<file path="src/rtl/beep_pkg.sv">
// Shared types and constants for the beep sequencer: FSM states, note-table entry layout, end marker.
package beep_pkg;

  localparam int unsigned NOTE_W   = 4;
  localparam int unsigned ENTRY_W  = 3 * NOTE_W;
  localparam int unsigned ACK_WAIT = 3;  // WAIT_ACK cycles before start is re-issued
  localparam logic [NOTE_W-1:0] END_MARKER = '0;

  typedef enum logic [2:0] {
    IDLE,
    LOAD,
    ISSUE,
    WAIT_ACK,
    WAIT_DONE,
    GAP
  } state_t;

  typedef struct packed {
    logic [NOTE_W-1:0] level;
    logic [NOTE_W-1:0] high;
    logic [NOTE_W-1:0] long;
  } note_entry_t;

endpackage

</file>
<file path="src/rtl/song_rom.sv">
// Note table with a registered 12-bit entry output (one-cycle read latency).
module song_rom
  import beep_pkg::*;
#(
  parameter int unsigned DEPTH = 32,
  parameter int unsigned AW    = $clog2(DEPTH)
) (
  input  logic          clk,
  input  logic [AW-1:0] addr,
  output note_entry_t   data
);

  // Unlisted addresses read as end markers.
  always_ff @(posedge clk) begin
    case (addr)
      AW'(0):  data <= '{level: 4'd1, high: 4'd5, long: 4'd4};
      AW'(1):  data <= '{level: 4'd1, high: 4'd3, long: 4'd4};
      default: data <= '{level: 4'd0, high: 4'd0, long: END_MARKER};
    endcase
  end

endmodule

</file>
<file path="src/rtl/beep_sequencer.sv">
// Steps through song_rom, handing each note to the note driver and timing a silent gap between notes.
// Define SONG_LOOP_EN to wrap back to entry 0 instead of stopping at the end of the song.
module beep_sequencer
  import beep_pkg::*;
#(
  parameter int unsigned CLK_FRE  = 50,
  parameter int unsigned GAP_MS   = 10,
  parameter int unsigned SONG_LEN = 32
) (
  input  logic                        clk,
  input  logic                        rst,
  input  logic                        play,
  input  logic                        stop,
  input  logic                        done,
  output logic                        start,
  output logic [NOTE_W-1:0]           high,
  output logic [NOTE_W-1:0]           long,
  output logic [NOTE_W-1:0]           level,
  output logic                        busy,
  output logic [$clog2(SONG_LEN)-1:0] note_idx
);

  localparam int unsigned IDX_W  = $clog2(SONG_LEN);
  localparam int unsigned GAP_US = GAP_MS * 1000;
  localparam int unsigned PRE_W  = $clog2(CLK_FRE + 1);
  localparam int unsigned GAP_W  = $clog2(GAP_US + 1);
  localparam int unsigned ACK_W  = $clog2(ACK_WAIT + 1);

  state_t            state_q, state_d;
  logic [IDX_W-1:0]  idx_d;
  logic [NOTE_W-1:0] high_d, long_d, level_d;
  logic [PRE_W-1:0]  presc_q, presc_d;
  logic [GAP_W-1:0]  gap_q, gap_d;
  logic [ACK_W-1:0]  ack_q, ack_d;
  logic              retry_q, retry_d;
  logic              start_d, busy_d;
  note_entry_t       rom_q;

  // ROM is addressed with the next index so its output matches note_idx in LOAD.
  song_rom #(.DEPTH(SONG_LEN), .AW(IDX_W)) u_rom (
    .clk  (clk),
    .addr (idx_d),
    .data (rom_q)
  );

  always_ff @(posedge clk or posedge rst) begin
    if (rst) begin
      state_q  <= IDLE;
      start    <= 1'b0;
      busy     <= 1'b0;
      high     <= '0;
      long     <= NOTE_W'(1);
      level    <= '0;
      note_idx <= '0;
      presc_q  <= '0;
      gap_q    <= '0;
      ack_q    <= '0;
      retry_q  <= 1'b0;
    end else begin
      state_q  <= state_d;
      start    <= start_d;
      busy     <= busy_d;
      high     <= high_d;
      long     <= long_d;
      level    <= level_d;
      note_idx <= idx_d;
      presc_q  <= presc_d;
      gap_q    <= gap_d;
      ack_q    <= ack_d;
      retry_q  <= retry_d;
    end
  end

  always_comb begin
    state_d = state_q;
    idx_d   = note_idx;
    high_d  = high;
    long_d  = long;
    level_d = level;
    presc_d = '0;
    gap_d   = '0;
    ack_d   = ack_q;
    retry_d = retry_q;

    case (state_q)
      IDLE: begin
        if (play && done) begin
          idx_d   = '0;
          retry_d = 1'b0;
          state_d = LOAD;
        end
      end
      LOAD: begin
        if (rom_q.long == END_MARKER) begin
`ifdef SONG_LOOP_EN
          idx_d   = '0;
          state_d = LOAD;
`else
          state_d = IDLE;
`endif
        end else begin
          high_d  = rom_q.high;
          long_d  = rom_q.long;
          level_d = rom_q.level;
          retry_d = 1'b0;
          state_d = ISSUE;
        end
      end
      ISSUE: begin
        ack_d   = '0;
        state_d = WAIT_ACK;
      end
      WAIT_ACK: begin
        // One retry of start if the driver never acknowledges by dropping done.
        if (!done) begin
          state_d = WAIT_DONE;
        end else if (ack_q == ACK_W'(ACK_WAIT - 1)) begin
          if (retry_q) begin
            state_d = IDLE;
          end else begin
            retry_d = 1'b1;
            state_d = ISSUE;
          end
        end else begin
          ack_d = ACK_W'(ack_q + ACK_W'(1));
        end
      end
      WAIT_DONE: begin
        if (done) state_d = GAP;
      end
      GAP: begin
        presc_d = presc_q;
        gap_d   = gap_q;
        if (presc_q == PRE_W'(CLK_FRE - 1)) begin
          presc_d = '0;
          if (gap_q == GAP_W'(GAP_US - 1)) begin
            gap_d = '0;
            if (note_idx == IDX_W'(SONG_LEN - 1)) begin
`ifdef SONG_LOOP_EN
              idx_d   = '0;
              state_d = LOAD;
`else
              state_d = IDLE;
`endif
            end else begin
              idx_d   = IDX_W'(note_idx + IDX_W'(1));
              state_d = LOAD;
            end
          end else begin
            gap_d = GAP_W'(gap_q + GAP_W'(1));
          end
        end else begin
          presc_d = PRE_W'(presc_q + PRE_W'(1));
        end
      end
      default: state_d = IDLE;
    endcase

    if (stop) state_d = IDLE;

    start_d = (state_d == ISSUE);
    busy_d  = (state_d != IDLE);
  end

endmodule

</file>
<file path="config.mk">
export PLATFORM = sky130hd
export DESIGN_NAME = beep_sequencer
export DESIGN_NICKNAME = d
export VERILOG_FILES = /design/src/rtl/beep_pkg.sv /design/src/rtl/song_rom.sv /design/src/rtl/beep_sequencer.sv
export SDC_FILE = /design/constraint.sdc
export NUM_CORES = 1
export LEC_CHECK = 0
export CAP_MARGIN = 5
export CORE_MARGIN = 5
export CORE_UTILIZATION = 28
export DETAILED_ROUTE_END_ITERATION = 12
export DONT_BUFFER_PORTS = 1
export GPL_TIMING_DRIVEN = 0
export SLEW_MARGIN = 25
export SYNTH_ARGS = -nofsm -noshare
export SYNTH_HDL_FRONTEND = slang
export SYNTH_SLANG_ARGS = --single-unit
</file>
<file path="constraint.sdc">
create_clock -name clk -period 2.2 [get_ports clk]
set_input_delay 0 -clock clk [delete_from_list [all_inputs] [get_ports clk]]
set_output_delay 0 -clock clk [all_outputs]
set_load 0.02 [all_outputs]
</file>
==> qor.txt <==
Gr usage total: 9.91%
Power Dens Cells: 603 mW/mm²
P_sw: 382 µW
Avg Inst Size Synth: 9.48 µm²
Total Neg Setup Slack: 0 ns
Clock Skews: 0.0106 ns
Int Power: 1160 µW
Htree depth: 2
Switching share of power: 24.8%
CTS buffer count: 5
Fin. max-slew vios: 0
Top-level I/O count: 24
Crit path max fanout: 7
Largest net degree at the start of global routing: 20
Rel. slew slack: 64.3%
Status: completed
Final core occ: 33.6%
Clock Power Share: 39.5%
CP Launch Point: gap_q[11]
Clk_lat worst skew: 0.30 ns
Die Y: 97.8 µm
Leakage power: 0.00107 µW
Worst setup EP type: flip-flop
Peak supply drop: 213 µV
Area Growth Syn to Fin: 18.4%
Routed WL: 4.49 mm
Routed via count: 1700
Drt pass-1 iters: 4
Core ar.: 0.00761 mm²
Max-cap violations: 0
HP Class: input port to flip-flop
Row count: 32
GR Overflow Total: 0
FF-to-FF Start: gap_q[11]
Gate power share: 9.6%
First-pass GRT wire length: 7.87 mm
Post-synth EDFFs: 0
Period utilization: 99.1%
Root buffer cell: clkbuf_8
Final nets: 257
Synth Instances: 228
Post-layout min period: 2.18 ns
FF+latch count, synth: 40
Per-cell routed wire length: 12.8 µm
Worst EP required: 2.40 ns
Critical Path AT: 2.38 ns
Initial Util: 28.4%
Critical Path End: busy
Worst path max stage delay: 0.61 ns
Die footprint: 0.00957 mm²
RSZ-0062 raised after global routing: yes
CTS tree: done
CP startpoint kind: flip-flop
Worst-path cell chain: or4b_4 > nor4_4 > buf_4 > a21oi_1 > or3_1 > o21a_1
Via/cell ratio: 4.86
Reg clk slew, reported paths: 0.09 ns
Synth warn: 0
Vias in the first global route: 1634
Fmax: 0.459 GHz
Worst reg2reg endpoint: busy
R2r worst-path depth: 6
Flop2flop setup slack: 0.02 ns
Power share of the sequential group: 50.9%
Cell variety after synth: 54
Clk buf depth: 2
Post-placement cell count: 336
Buffers on Ports: 0
GPL Wtd Cong: 0.791
Worst slew pin tran: 0.522 ns
DRC viols: 0
Antenna viol nets, final: 0
Setup-failing EPs final: 0
Final number of hold-violating endpoints: 0
Detailed-placement wirelength estimate: 3.23 mm
Fraction of registers with async set/reset: 92.5%
Critical path type: flip-flop to flip-flop
Antenna Cells: 0
Die width: 97.8 µm
Final non-filler cell total: 350
Netlist Area Pre-Place: 0.00216 mm²
Initial antenna violation count: 0
Top_reg_cell synth: dfrtp_1
CTS Sinks: 40
Initial DRC Count: 83
Share of the yosys chip area belonging to registers: 45.7%
Power, Total: 1540 µW
Critical path's slowest cell: or4b_4
Share of layout cells above drive strength 1: 16.1%
-- layout by cell type (no fill, tap or decap), types with 2 or more instances in the layout --
cell type      instances
nor3_1                 4
inv_1                  5
xnor2_1                5
a31oi_1                4
nor2_2                 2
nand3b_1               4
o21ai_0               10
mux2_2                 2
nand2_1               16
nor2b_1                4
clkbuf_8               5
nor4_1                 2
and3_1                 9
o21ai_1                2
o21a_1                 2
nor3_2                 2
nand4_1                3
nor2_1                25
and4_1                 2
a21oi_1                9
clkbuf_1               5
dfrtp_1               35
o211ai_1               3
buf_4                 11
nand2b_1               4
dfxtp_1                3
o31ai_4                2
ha_1                   5
dlygate4sd3_1          3
mux2i_1                2
nor4_4                 2
nand3_1               13
conb_1                 6
xor2_1                 8
-- layout make-up --
class | instances | area (µm²)
Buffer | 14 | 83.8
Clock buffer | 5 | 68.8
Clock inverter | 3 | 42.5
Fill cell | 792 | 5050
Inverter | 7 | 26.3
Multi-Input combinational cell | 172 | 1140
Sequential cell | 40 | 988
Tap cell | 102 | 128
Timing Repair Buffer | 7 | 80.1
-- what timing repair did --
item,4_1_cts,5_1_grt
pin swaps,0,3
setup buffers,0,3
gates resized for setup,5,8
hold buffers,3,0
endpoints found under the hold margin,41,0
setup endpoints to repair,10,15
-- synth_stat cells, types with 2 or more instances --
cell	n	share of area, %
inv_1	6	1.0
nand2_1	16	2.8
o21ai_1	2	0.46
o21a_1	2	0.69
nand2b_1	4	1.2
nor2b_1	4	1.2
mux2i_1	2	0.93
clkbuf_1	6	1.0
a31oi_1	4	1.2
o31ai_1	2	0.69
o211ai_1	3	1.0
xor2_1	8	3.2
o21ai_0	10	2.3
nor4_1	2	0.58
xnor2_1	5	2.0
a21oi_1	9	2.1
nand3_1	13	3.0
and4_1	2	0.81
mux2_2	2	1.0
buf_4	8	2.8
ha_1	5	2.9
nand4_1	3	0.87
dfrtp_1	36	42
and3_1	9	2.6
dfxtp_1	3	2.8
nor3_1	5	1.2
nor2_1	27	4.7
nand3b_1	4	1.4
-- power groups by stage --
stage	Combinational, µW	Sequential (µW)	Clock [µW]
after floorplan	113	794	0
after global placement	134	800	0
after detailed placement	141	801	0
after CTS	149	786	627
after global routing	171	788	666
final	149	785	609
-- metal layers --
| layer | GRT usage (%) | share of wire, % | vias up |
|---|---|---|---|
| li1 | - | - | 836 |
| met1 | 13.4 | 47 | 820 |
| met3 | 2.79 | 5.0 | 5 |
| met2 | 15.3 | 47 | 39 |
| met4 | 3.19 | 0.91 | 0 |
| met5 | 0 | 0 | - |
-- worst min path at each step --
stage               slack [ns]  startpoint  cells past startpoint          to
finish                    0.02        play                      3       start
global route              0.06        play                      3       start
CTS                       0.02        play                      3       start
detailed placement       -0.07         rst                      1    gap_q[3]
global placement          0.08        stop                      1  state_q[2]
floorplan                 0.06        stop                      1  state_q[2]
-- logic make-up after synthesis --
logic type / count (synthesis) / synth area share, %
AO/OA/AOI/OAI: 40 / 11.5
flip-flops: 40 / 45.7
other: 1 / 0.174
multiplexers: 4 / 1.97
AND/OR/NAND/NOR: 104 / 27.4
XOR/XNOR: 13 / 5.27
adder cells (fa/ha/maj): 5 / 2.90
buffers and inverters: 21 / 5.04
-- sequential cells by signal, summed over array words and instances (netlist names) --
signal,flops
busy,1
high,3
note_idx,5
u_rom.data,3
ack_q,2
retry_q,1
long,1
gap_q,14
presc_q,6
state_q,3
start,1
-- worst max-delay path, delay by kind of cell, from the launching register on --
kind | cells | cell delay, ns
AOI/OAI and AO/OA | 2 | 0.28
buffers and inverters | 1 | 0.19
DFF | 1 | 0.41
and+or+nand+nor | 3 | 1.20
-- stage by stage --
stage | cell area, µm² | setup slack (ns) | hold WS, ns
after floorplan | 2180 | 0.105 | 0.0631
after global placement | 2310 | -0.0302 | 0.0765
final | 2560 | 0.0200 | 0.0154
after global routing | 2560 | -0.0579 | 0.0632
after CTS | 2500 | -0.00314 | 0.0156
after detailed placement | 2330 | -0.0405 | -0.0720
(Power assumes the default switching activity.)
